==> src/rtl/switch_conditioner.sv <==
// Switch conditioner: per-bit synchronizer + debounce filter feeding io.switch, with change strobe.
// Optional per-bit rising-edge pulses on sw_rise when SWITCH_EDGE_EN is defined.
module switch_conditioner #(
  parameter int WIDTH         = 4,
  parameter int SYNC_STAGES   = 2,
  parameter int STABLE_CYCLES = 50000
) (
  input  logic             clk,
  input  logic             rst_n,
  input  logic [WIDTH-1:0] sw_raw,
  output logic [WIDTH-1:0] sw_out,
  output logic             sw_changed
`ifdef SWITCH_EDGE_EN
  ,
  output logic [WIDTH-1:0] sw_rise
`endif
);

  localparam int CW = $clog2(STABLE_CYCLES + 1);

  typedef enum logic {ST_STABLE, ST_PENDING} state_t;

  logic [WIDTH-1:0] sync_q [SYNC_STAGES];
  logic [WIDTH-1:0] sync_w;
  logic [WIDTH-1:0] diff_w;
  logic [WIDTH-1:0] upd;
  state_t           state_q [WIDTH];
  state_t           state_d [WIDTH];
  logic [CW-1:0]    cnt_q   [WIDTH];
  logic [CW-1:0]    cnt_d   [WIDTH];

  assign sync_w = sync_q[SYNC_STAGES-1];
  assign diff_w = sync_w ^ sw_out;

  always_ff @(posedge clk or negedge rst_n) begin
    if (!rst_n) begin
      for (int unsigned i = 0; i < SYNC_STAGES; i++) sync_q[i] <= '0;
    end else begin
      sync_q[0] <= sw_raw;
      for (int unsigned i = 1; i < SYNC_STAGES; i++) sync_q[i] <= sync_q[i-1];
    end
  end

  always_comb begin
    upd = '0;
    for (int unsigned i = 0; i < WIDTH; i++) begin
      state_d[i] = state_q[i];
      cnt_d[i]   = cnt_q[i];
      case (state_q[i])
        ST_STABLE: begin
          if (diff_w[i]) begin
            state_d[i] = ST_PENDING;
            cnt_d[i]   = CW'(1);
          end
        end
        ST_PENDING: begin
          if (!diff_w[i]) begin
            state_d[i] = ST_STABLE;
            cnt_d[i]   = '0;
          end else if (cnt_q[i] == CW'(STABLE_CYCLES)) begin
            upd[i]     = 1'b1;
            state_d[i] = ST_STABLE;
            cnt_d[i]   = '0;
          end else begin
            cnt_d[i] = cnt_q[i] + CW'(1);
          end
        end
        default: begin
          state_d[i] = ST_STABLE;
          cnt_d[i]   = '0;
        end
      endcase
    end
  end

  // Strobes are registered from the same enables that load sw_out, so they align with it.
  always_ff @(posedge clk or negedge rst_n) begin
    if (!rst_n) begin
      for (int unsigned i = 0; i < WIDTH; i++) begin
        state_q[i] <= ST_STABLE;
        cnt_q[i]   <= '0;
      end
      sw_out     <= '0;
      sw_changed <= 1'b0;
`ifdef SWITCH_EDGE_EN
      sw_rise    <= '0;
`endif
    end else begin
      for (int unsigned i = 0; i < WIDTH; i++) begin
        state_q[i] <= state_d[i];
        cnt_q[i]   <= cnt_d[i];
      end
      sw_out     <= (sw_out & ~upd) | (sync_w & upd);
      sw_changed <= |upd;
`ifdef SWITCH_EDGE_EN
      sw_rise    <= upd & sync_w;
`endif
    end
  end

endmodule

==> config.mk <==
export PLATFORM = sky130hd
export DESIGN_NAME = switch_conditioner
export DESIGN_NICKNAME = d
export VERILOG_FILES = /design/src/rtl/switch_conditioner.sv
export SDC_FILE = /design/constraint.sdc
export NUM_CORES = 1
export LEC_CHECK = 0
export BUFFER_PORTS_ARGS = -buffer_cell sky130_fd_sc_hd__buf_4
export CORE_MARGIN = 5
export CORE_UTILIZATION = 24
export DETAILED_ROUTE_END_ITERATION = 8
export GPL_TIMING_DRIVEN = 1
export HOLD_SLACK_MARGIN = 0.05
export PLACE_DENSITY = 0.45
export SYNTH_ARGS = -nofsm -noshare
export SYNTH_HDL_FRONTEND = slang
export SYNTH_SLANG_ARGS = --single-unit
==> constraint.sdc <==
create_clock -name clk -period 3.2 [get_ports clk]
set_clock_uncertainty 0.2 [all_clocks]
set_input_delay 0.64 -clock clk [delete_from_list [all_inputs] [get_ports clk]]
set_output_delay 0.64 -clock clk [all_outputs]
set_load 0.02 [all_outputs]
### Word level (Yosys, flattened, before mapping)

Cells that the tools add are included.

| operators by class | value |
|---|---|
| multiplexer cells | 44 |
| equal/unequal tests | 8 |
| bitwise logic cells | 9 |
| add/subtract/negate cells | 4 |
| reductions and logical operators | 1 |

Operator list:

| cell | number |
|---|---|
| 16-bit two-way mux | 12 |
| 16-bit one-hot mux with 2 select lines | 4 |
| 16-bit by 1-bit adder with 16-bit output (second input constant) | 4 |
| 16-bit equality test (second input constant) | 4 |
| 1-bit two-way mux | 24 |
| 4-bit bitwise AND | 2 |
| 2-bit != test (second input constant) | 4 |
| 1-bit one-hot mux with 2 select lines | 4 |
| 1-bit inverter | 4 |
| 4-bit inverter | 1 |
| 4-bit OR | 1 |
| 4-bit OR reduction | 1 |
| 4-bit bitwise XOR | 1 |

| storage, ports and cells | value |
|---|---|
| logic and storage cells | 78 |
| input port bits | 6 |
| register bits after elaboration | 81 |
| output and inout port bits | 5 |

### Depth between registers and ports, before layout

Gate-level depths: netlist of run 1.

| depth | value |
|---|---|
| depth in word-level cells | 7 |
| depth in mapped cells | 8 |
| depth with buffers taken out | 7 |

### Worst setup path before layout of run 1

No wires, ideal clock.

| timing | value |
|---|---|
| kind | reg2reg |
| start | register cnt_q[32] in the netlist's numbering |
| end | register cnt_q[36] in the netlist's numbering |
| stages on the path, launching flop included | 8 |
| data required time | 2.879 ns |
| buffers on the path | 1 |
| period minus slack after synthesis | 2.327 ns |
| arrival | 2.006 ns |
| library setup time | 0.121 ns |
| slack | 0.873 ns |
| cells stage by stage | dfrtp_1 inv_1 ha_1 or4b_1 nor4_4 nor2_2 buf_2 a22o_1 |

| on the way | value |
|---|---|
| word-level cells in the longest chain between the ends | 4 |
| elaborated cells on any way between the ends | 5 |
| those cells by class | 1 x add/sub; 1 x eq/ne; 3 x mux |

RTL lines:

| what | line | RTL |
|---|---|---|
| from (decl) | 29 | `logic [CW-1:0] cnt_q [WIDTH];` |
| from (signal, indexed assignment) | 91 | `cnt_q[i] <= cnt_d[i];` |
| 16-bit by 1-bit adder with 16-bit output / 16-bit equality test (equally long branches) | 65, 60 |  |
| 16-bit two-way mux * | 60 | `end else if (cnt_q[i] == CW'(STABLE_CYCLES)) begin` |
| 16-bit two-way mux * | 57 | `if (!diff_w[i]) begin` |
| 16-bit one-hot mux with 2 select lines * | 49 | `case (state_q[i])` |

Mark *: on every way between the ends. The rest lies on a longest branch, timed or not.
A chain may end at the register's enable or synchronous reset.

==> results.json, run 1 <==
{
  "clockBufferDepth": 2,
  "dp_hpwl_um": 6630,
  "ios": 11,
  "overflow": 0,
  "yosysTopAreaCellShare": 0.476,
  "finalSetupTns_ns": 0,
  "grt_usage": 0.100,
  "rsz0062_at_grt": "no",
  "worst_ep_required_time_ns": 3.26,
  "numCtsBuffers": 9,
  "cp_slowest_stage_delay_ns": 0.96,
  "synth_warnings": 0,
  "portBuffers": 10,
  "crit_cells": 5,
  "ys_types": 47,
  "p_switching_w": 0.000613,
  "cts_setup_buffers": 0,
  "p_sw_frac": 0.261,
  "synth-main-ff-cell": "dfrtp_1",
  "reg2reg_depth": 5,
  "relSlewSlack": 0.182,
  "comb_power_share": 0.071,
  "synthMostInstantiatedCell": "dfrtp_1",
  "p_int_w": 0.00174,
  "synth_edf_count": 0,
  "whs_ns": 0.0910,
  "num_vias": 3451,
  "cts_hold_buffers": 0,
  "slowest_stage": "nor2_1",
  "setup_viol": 0,
  "postRouteAntennaNets": 0,
  "nFillCells": 1810,
  "wl_um": 9750,
  "vias_per_cell": 4.99,
  "synthTopCellsByCount": "dfrtp_1, nand3_1, nand2_1, a21oi_1, a31oi_1",
  "worst_setup_path_start_kind": "flip-flop",
  "grt_start_max_net_pins": 45,
  "synthCells": 452,
  "netlist.top_cell.by_area": "dfrtp_1",
  "cts_sinks": 81,
  "worstSkewPairLatency_ns": 0.34,
  "hp-class": "in -> async",
  "cp_top_family": "simple AND/OR/NAND/NOR gates",
  "ctsHtreeMaxLevel": 3,
  "hold_violations": 0,
  "dieWidth_um": 143,
  "syn_to_final_growth_pct": 14.9,
  "fmax_ghz": 0.371,
  "synth-seq-cells": 81,
  "clockRootBuffer": "clkbuf_16",
  "first_pass_iters": 4,
  "seq_area_frac_synth": 0.476,
  "num_antenna_cells": 0,
  "first_global_vias": 3296,
  "ff_latch_area_sq_um": 2030,
  "drc": 0,
  "wire_per_inst_um": 14.1,
  "p_per_area_nw_per_um2": 480,
  "cts.reportedPaths.clkPinSlew_ns": 0.07,
  "fin_nets": 475,
  "status": "complete, no violations",
  "die_y_um": 143,
  "crit_path_end": "cnt_q[21]$_DFFE_PN0P_",
  "rows": 48,
  "globalplace.congestion": 0.755,
  "r2r_slack_ns": 0.50,
  "ys_async_sr_fraction": 1.00,
  "crit_path_cell_trace": "xor2_1 -> nand2_1 -> nor2_1 -> o21ai_0 -> a31oi_1",
  "multi_input_area_sq_um": 2100,
  "layout-drive-gt1-share": 0.0987,
  "path_buf_inv": 0,
  "antenna_found_initial": 0,
  "initial_utilization": 0.245,
  "irDropWorstVdd_uv": 268,
  "slew_viol_final": 0,
  "synth_area_leaders": "dfrtp_1, a31oi_1, nand3_1",
  "grt_pass1_wl_um": 16600,
  "cts_resized": 0,
  "core-area_sq_um": 17400,
  "syn-cell-area_sq_um": 4260,
  "worstPathArrival_ns": 2.76,
  "leakage_nw": 2.01,
  "syn_nets": 466,
  "worstPathMaxFanout": 20,
  "finalCriticalPeriod_ns": 2.70,
  "synth.avg_cell_area_sq_um": 9.42,
  "finalCritPeriodShare": 0.843,
  "worst_slew_pin_slew_ns": 1.22,
  "cts_tree": "yes",
  "die_area_sq_um": 20500,
  "cap_viol_max_count": 0,
  "p_clk_frac": 0.462,
  "worstSetupPathType": "reg -> reg",
  "crit_path_end_kind": "flip-flop",
  "drt_iter0_markers": 154,
  "seq_power_share": 0.467,
  "worstReg2RegEnd": "cnt_q[21]$_DFFE_PN0P_"
}
through the flow:
step | instances | total power (W) | instance area [sq um] | utilization | setup WS (ns)
2_1_floorplan | 452 | 0.00122 | 4260 | - | 0.873
3_3_place_gp | 675 | 0.00128 | 4580 | 0.264 | 0.633
3_5_place_dp | 675 | 0.00128 | 4580 | 0.264 | 0.549
4_1_cts | 691 | 0.00240 | 4890 | 0.282 | 0.518
5_1_grt | 691 | 0.00247 | 4890 | 0.282 | 0.277
6_report | 691 | 0.00235 | 4890 | 0.282 | 0.503
layer usage:
| metal | global-route usage | wire [um] | vias up |
|---|---|---|---|
| met5 | 0 | 0 | - |
| met4 | 0.0496 | 210 | 0 |
| met3 | 0.0221 | 273 | 15 |
| met2 | 0.150 | 4380 | 47 |
| met1 | 0.136 | 4880 | 1678 |
| li1 | - | - | 1711 |
cell families after synthesis:
logic type               share of synthesized area
flip-flops                                   0.476
AND/OR/NAND/NOR                              0.244
buffers and inverters                       0.0314
AO/OA/AOI/OAI                                0.182
multiplexers                                0.0247
adder cells (fa/ha/maj)                     0.0235
XOR/XNOR                                    0.0185
placed cells by master, fill, tap and decap left out, types with 13 or more instances in the layout:
cell type	synthesis	routed
inv_1	16	16
dfrtp_1	81	81
nand2_1	38	38
a31oi_1	32	32
nand4_1	16	16
o21ai_0	31	31
buf_4	0	13
a21oi_1	35	35
nand3_1	40	40
nor2_1	30	30
worst register-to-register path, stage by stage, from the launching register on:
cell,delay (ns)
dfrtp_1,0.40
xor2_1,0.36
nand2_1,0.23
nor2_1,0.96
o21ai_0,0.23
a31oi_1,0.24
registers in the layout, indices dropped and copies added (netlist names), named ones only:
signal,cells
cnt_q,64
state_q,4
sync_q,4
sw_changed,1
sync_w,4
layout make-up:
class                   instances  area share
flip-flops and latches         81       0.414
well taps                     225      0.0575
clock buffers                   9      0.0460
clock inverters                 7      0.0171
multi-input cells             339       0.429
inverters                      16      0.0123
repair buffers                 14      0.0240
power groups by stage:
stage               clock, W  sequential [W]  combinational (W)
global route         0.00117         0.00110           0.000194
finish               0.00108         0.00110           0.000167
global placement           0         0.00112           0.000168
CTS                  0.00113         0.00110           0.000170
floorplan                  0         0.00110           0.000115
detailed placement         0         0.00112           0.000169
how the worst min path moves through the flow:
stage | from | endpoint | slack, ns | depth (start not counted)
6_report | rst_n | cnt_q[25]$_DFFE_PN0P_ | 0.09 | 1
2_1_floorplan | sync_q[4]$_DFF_PN0_ | sync_w[0]$_DFF_PN0_ | 0.13 | 0
3_5_place_dp | sync_q[5]$_DFF_PN0_ | sync_w[1]$_DFF_PN0_ | 0.14 | 0
5_1_grt | rst_n | cnt_q[26]$_DFFE_PN0P_ | 0.14 | 1
4_1_cts | rst_n | cnt_q[25]$_DFFE_PN0P_ | 0.11 | 1
3_3_place_gp | sync_q[5]$_DFF_PN0_ | sync_w[1]$_DFF_PN0_ | 0.14 | 0
Power figures use the tool's default switching activity.
==> run 2, diff against run 1 <==
==> constraint.sdc (replaced) <==
create_clock -name clk -period 2.5 [get_ports clk]
set_clock_uncertainty 0.2 [all_clocks]
set_input_delay 0.5 -clock clk [delete_from_list [all_inputs] [get_ports clk]]
set_output_delay 0.5 -clock clk [all_outputs]
set_load 0.02 [all_outputs]
==> results.json, run 2 (synthesis gave the netlist of run 1 again) <==
{
  "drt_iter0_markers": 126,
  "layout-drive-gt1-share": 0.131,
  "worstSkewPairLatency_ns": 0.34,
  "ios": 11,
  "first_pass_iters": 5,
  "drc": 0,
  "worst_ep_required_time_ns": 2.53,
  "status": "complete, no violations",
  "seq_power_share": 0.467,
  "cts.reportedPaths.clkPinSlew_ns": 0.06,
  "die_area_sq_um": 20500,
  "wire_per_inst_um": 14.0,
  "worstPathArrival_ns": 2.36,
  "regMostFlops": "cnt_q",
  "irDropWorstVdd_uv": 356,
  "cts_setup_buffers": 0,
  "syn_to_final_growth_pct": 19.0,
  "p_int_w": 0.00225,
  "finalCriticalPeriod_ns": 2.33,
  "worst_setup_path_start_kind": "flip-flop",
  "clockBufferDepth": 2,
  "leakage_nw": 2.11,
  "postRouteAntennaNets": 0,
  "hp-class": "in -> reg",
  "cts_sinks": 81,
  "finalCritPeriodShare": 0.931,
  "grt_usage": 0.105,
  "initial_utilization": 0.245,
  "antenna_found_initial": 0,
  "p_switching_w": 0.000739,
  "overflow": 0,
  "p_per_area_nw_per_um2": 589,
  "p_sw_frac": 0.247,
  "crit_path_end_kind": "flip-flop",
  "core-area_sq_um": 17400,
  "setup_viol": 0,
  "rows": 48,
  "cts_tree": "yes",
  "cap_viol_max_count": 0,
  "nFillCells": 1779,
  "relSlewSlack": 0.514,
  "clockRootBuffer": "clkbuf_16",
  "ctsHtreeMaxLevel": 3,
  "finalSetupTns_ns": 0,
  "numCtsBuffers": 9,
  "slew_viol_final": 0,
  "fin_nets": 497,
  "portBuffers": 10,
  "hold_violations": 0,
  "globalplace.congestion": 0.797,
  "whs_ns": 0.0715,
  "num_antenna_cells": 0,
  "wl_um": 10000,
  "dieWidth_um": 143,
  "worstPathMaxFanout": 8,
  "grt_pass1_wl_um": 17400,
  "rsz0062_at_grt": "no",
  "die_y_um": 143,
  "worst_slew_pin_slew_ns": 0.728,
  "layout_commonest_cell": "dfrtp_1",
  "largest_reg_flops": 64,
  "comb_power_share": 0.085,
  "worstSetupPathType": "reg -> reg",
  "dp_hpwl_um": 6870,
  "fmax_ghz": 0.430,
  "grt_start_max_net_pins": 38,
  "p_clk_frac": 0.448,
  "num_vias": 3550,
  "postLayoutCoreUtil": 0.292,
  "vias_per_cell": 4.98,
  "first_global_vias": 3574,
  "layout_common_cells": "dfrtp_1, nand3_1, nand2_1, a21oi_1, a31oi_1"
}
[run 2: cell count changes in the layout (fill, tap and decap cells not counted)]
| cell | delta |
|---|---|
| clkbuf_1 | +1 |
| buf_4 | +18 |
| clkbuf_8 | +1 |
| nor2_1 | -1 |
| inv_8 | -1 |
| inv_6 | -4 |
| clkinv_2 | +2 |
| clkinvlp_4 | +1 |
| nor2_4 | +2 |
| nor2_2 | -1 |
| dlygate4sd3_1 | +4 |
[run 2: per-stage QoR]
| step | cells | power, W | worst slack [ns] | instance area (sq um) |
|---|---|---|---|---|
| 3_5_place_dp | 693 | 0.00167 | 0.0697 | 4720 |
| 5_1_grt | 713 | 0.00313 | 0.00836 | 5070 |
| 6_report | 713 | 0.00299 | 0.172 | 5070 |
| 2_1_floorplan | 452 | 0.00156 | 0.173 | 4260 |
| 3_3_place_gp | 693 | 0.00166 | 0.139 | 4720 |
| 4_1_cts | 713 | 0.00304 | 0.0612 | 5060 |
[run 2: worst paths after layout]
check	startpoint	endpoint	slack, ns	cells past startpoint
max reg2reg	cnt_q[1]$_DFFE_PN0P_	flip-flop	0.17	7
min in group asynchronous	rst_n	cnt_q[21]$_DFFE_PN0P_	0.43	2
min reg2reg	sync_q[5]$_DFF_PN0_	sync_w[1]$_DFF_PN0_	0.15	0
max	cnt_q[1]$_DFFE_PN0P_	flip-flop	0.17	7
max in group asynchronous	rst_n	cnt_q[38]$_DFFE_PN0P_	1.11	3
min	sw_raw[3]	sync_q[7]$_DFF_PN0_	0.07	1
[run 2: what timing repair did]
action                     CTS  global route
hold buffers                 4             0
setup endpoints to repair    0            11
gates resized for setup      0             3
hold endpoints to repair    32             0
[run 2: power groups by stage]
stage          Combinational [W]  Clock [W]  Sequential, W
2_1_floorplan           0.000148          0        0.00141
3_3_place_gp            0.000247          0        0.00142
3_5_place_dp            0.000251          0        0.00142
4_1_cts                 0.000257    0.00138        0.00139
5_1_grt                 0.000293    0.00144        0.00140
6_report                0.000253    0.00134        0.00140
[run 2: critical path, stage by stage, from the launching register on]
cell and delay, ns:
dfrtp_1 0.43, inv_1 0.10, ha_1 0.14, or4bb_1 0.45, nor4_4 0.32, buf_4 0.23, nand2_1 0.08, mux2_2 0.27
[run 2: cell type report]
cell class / count / area, sq um / share of cell area
Clock buffer: 11 / 243 / 0.0479
Clock inverter: 5 / 55.1 / 0.0109
Inverter: 16 / 60.1 / 0.0118
Multi-Input combinational cell: 339 / 2110 / 0.416
Sequential cell: 81 / 2030 / 0.400
Tap cell: 225 / 282 / 0.0555
Timing Repair Buffer: 36 / 293 / 0.0577
[run 2: per-layer routing]
layer  GRT usage  part of all wire
met1       0.137              0.48
met3      0.0248             0.035
met4      0.0545             0.021
met2       0.163              0.46
met5           0                 0
==> run 3, diff against run 2 <==
--- a/config.mk
+++ b/config.mk
@@ -6,12 +6,12 @@
 export NUM_CORES = 1
 export LEC_CHECK = 0
 export BUFFER_PORTS_ARGS = -buffer_cell sky130_fd_sc_hd__buf_4
-export CORE_MARGIN = 5
-export CORE_UTILIZATION = 24
+export CORE_MARGIN = 2
+export CORE_UTILIZATION = 40
 export DETAILED_ROUTE_END_ITERATION = 8
 export GPL_TIMING_DRIVEN = 1
 export HOLD_SLACK_MARGIN = 0.05
-export PLACE_DENSITY = 0.45
+export PLACE_DENSITY = 0.62
 export SYNTH_ARGS = -nofsm -noshare
 export SYNTH_HDL_FRONTEND = slang
 export SYNTH_SLANG_ARGS = --single-unit
==> results.json, run 3 (synthesis gave the netlist of run 1 again) <==
{
  "numCtsBuffers": 9,
  "p_switching_w": 0.000661,
  "comb_power_share": 0.093,
  "worstReg2RegEnd": "cnt_q[45]$_DFFE_PN0P_",
  "drc": 0,
  "first_global_vias": 3350,
  "die_area_sq_um": 11500,
  "pre_cts_ws_ns": 0.0102,
  "antenna_found_initial": 0,
  "crit_path_end_kind": "flip-flop",
  "dieWidth_um": 107,
  "wl_met3_um": 274,
  "hold_violations": 0,
  "grt_pass1_wl_um": 16000,
  "cap_viol_max_count": 0,
  "rows": 37,
  "dp_hpwl_um": 6190,
  "cts_tree": "yes",
  "r2r_slack_ns": 0.15,
  "layout_commonest_cell": "dfrtp_1",
  "hp-class": "reg -> reg",
  "largest_reg_flops": 64,
  "vias_per_cell": 5.68,
  "worst_setup_path_start_kind": "flip-flop",
  "postLayoutCoreUtil": 0.472,
  "num_antenna_cells": 0,
  "worstPathArrival_ns": 2.40,
  "seq_power_share": 0.513,
  "status": "complete, no violations",
  "slew_viol_final": 0,
  "regMostFlops": "cnt_q",
  "p_sw_frac": 0.243,
  "finalCritPeriodShare": 0.940,
  "p_clk_frac": 0.395,
  "wl_met2_um": 3970,
  "postLayoutSetupSlackWorst_ns": 0.149,
  "wl_met1_um": 4640,
  "core-area_sq_um": 10300,
  "grt_usage": 0.172,
  "irDropWorstVdd_uv": 263,
  "worst_ep_required_time_ns": 2.55,
  "min_path_cells": 0,
  "portBuffers": 10,
  "leakage_nw": 2.07,
  "layout-drive-gt1-share": 0.130,
  "worst_slew_pin_slew_ns": 0.787,
  "relSlewSlack": 0.475,
  "worstSetupPathType": "reg -> reg",
  "grt_start_max_net_pins": 37,
  "syn_to_final_growth_pct": 14.4,
  "cts_sinks": 81,
  "clockBufferDepth": 2,
  "design_area_sq_um": 4870,
  "globalplace.congestion": 0.835,
  "finalCriticalPeriod_ns": 2.35,
  "layout_common_cells": "dfrtp_1, nand3_1, nand2_1, a21oi_1, a31oi_1",
  "place_area_sq_um": 4600,
  "wl_um": 9060,
  "die_y_um": 107,
  "fin_nets": 497,
  "highest_layer": "met4",
  "fmax_ghz": 0.425,
  "reg2reg_depth": 7,
  "rsz0062_at_grt": "no",
  "holdPathEnd": "sync_w[1]$_DFF_PN0_",
  "wire_per_inst_um": 14.6,
  "clockRootBuffer": "clkbuf_8",
  "setup_viol": 0,
  "drt_iter0_markers": 110,
  "cts.reportedPaths.clkPinSlew_ns": 0.08,
  "timing.rr.start": "cnt_q[33]$_DFFE_PN0P_",
  "postRouteAntennaNets": 0,
  "finalSetupTns_ns": 0,
  "hold_start": "sync_q[5]$_DFF_PN0_",
  "p_per_area_nw_per_um2": 557,
  "initial_utilization": 0.413,
  "num_vias": 3534,
  "first_pass_iters": 4,
  "p_int_w": 0.00205,
  "ios": 11,
  "overflow": 0,
  "worstPathMaxFanout": 14,
  "worstSkewPairLatency_ns": 0.35,
  "ctsHtreeMaxLevel": 3
}
-- run 3: cell count changes in the layout (fill, tap and decap cells not counted) --
cell	delta
clkbuf_8	+10
buf_4	-1
clkinvlp_4	-2
clkbuf_16	-9
clkinv_2	-1
bufinv_16	+1
nor2_1	-1
nor2_2	+3
nor2_4	-2
dlygate4sd3_1	+1
clkbuf_1	-1
-- run 3: layout make-up --
| class | count | area (sq um) |
|---|---|---|
| fill | 960 | 5450 |
| tap | 136 | 170 |
| inverter | 16 | 60.1 |
| clock buffer | 11 | 151 |
| multi-input combinational | 339 | 2100 |
| clock inverter | 3 | 65.1 |
| timing repair buffer | 36 | 295 |
| sequential | 81 | 2030 |
-- run 3: stage by stage --
step | power (W) | hold slack [ns] | std cells
after detailed placement | 0.00166 | 0.135 | 603
final | 0.00272 | 0.152 | 622
after global routing | 0.00285 | 0.176 | 622
after floorplan | 0.00156 | 0.00441 | 452
after CTS | 0.00274 | 0.0525 | 621
after global placement | 0.00166 | 0.136 | 603
-- run 3: how the worst max path moves through the flow --
stage                          start                    end  cells after the start
5_1_grt        cnt_q[33]$_DFFE_PN0P_  cnt_q[45]$_DFFE_PN0P_                      7
4_1_cts        cnt_q[16]$_DFFE_PN0P_  cnt_q[21]$_DFFE_PN0P_                      7
3_3_place_gp   cnt_q[48]$_DFFE_PN0P_  cnt_q[53]$_DFFE_PN0P_                      7
6_report       cnt_q[33]$_DFFE_PN0P_  cnt_q[45]$_DFFE_PN0P_                      7
2_1_floorplan  cnt_q[32]$_DFFE_PN0P_  cnt_q[36]$_DFFE_PN0P_                      7
3_5_place_dp   cnt_q[48]$_DFFE_PN0P_  cnt_q[54]$_DFFE_PN0P_                      7
-- run 3: worst max-delay path: stages (launching register included) --
cell	delay, ns
dfrtp_1	0.42
inv_1	0.10
ha_1	0.13
or4b_1	0.49
nor4_4	0.33
nor2_2	0.18
a21o_1	0.19
a22o_1	0.21
-- run 3: repair_timing --
action,in CTS,in global routing
pin swaps,0,0
resized for setup,1,1
hold buffers,4,1
buffers inserted,0,0
setup endpoints to repair,1,13
hold endpoints to repair,27,1
-- run 3: power groups by stage --
stage	clock network [W]	registers (W)	logic, W
detailed placement	0	0.00142	0.000247
global placement	0	0.00142	0.000243
floorplan	0	0.00141	0.000148
CTS	0.00109	0.00139	0.000253
global route	0.00116	0.00140	0.000288
finish	0.00107	0.00139	0.000252
-- run 3: per-layer routing --
| metal | global-route usage | vias up |
|---|---|---|
| met3 | 0.0255 | 13 |
| met4 | 0.0714 | 0 |
| met5 | 0 | - |
| met1 | 0.249 | 1704 |
| li1 | - | 1748 |
| met2 | 0.256 | 69 |
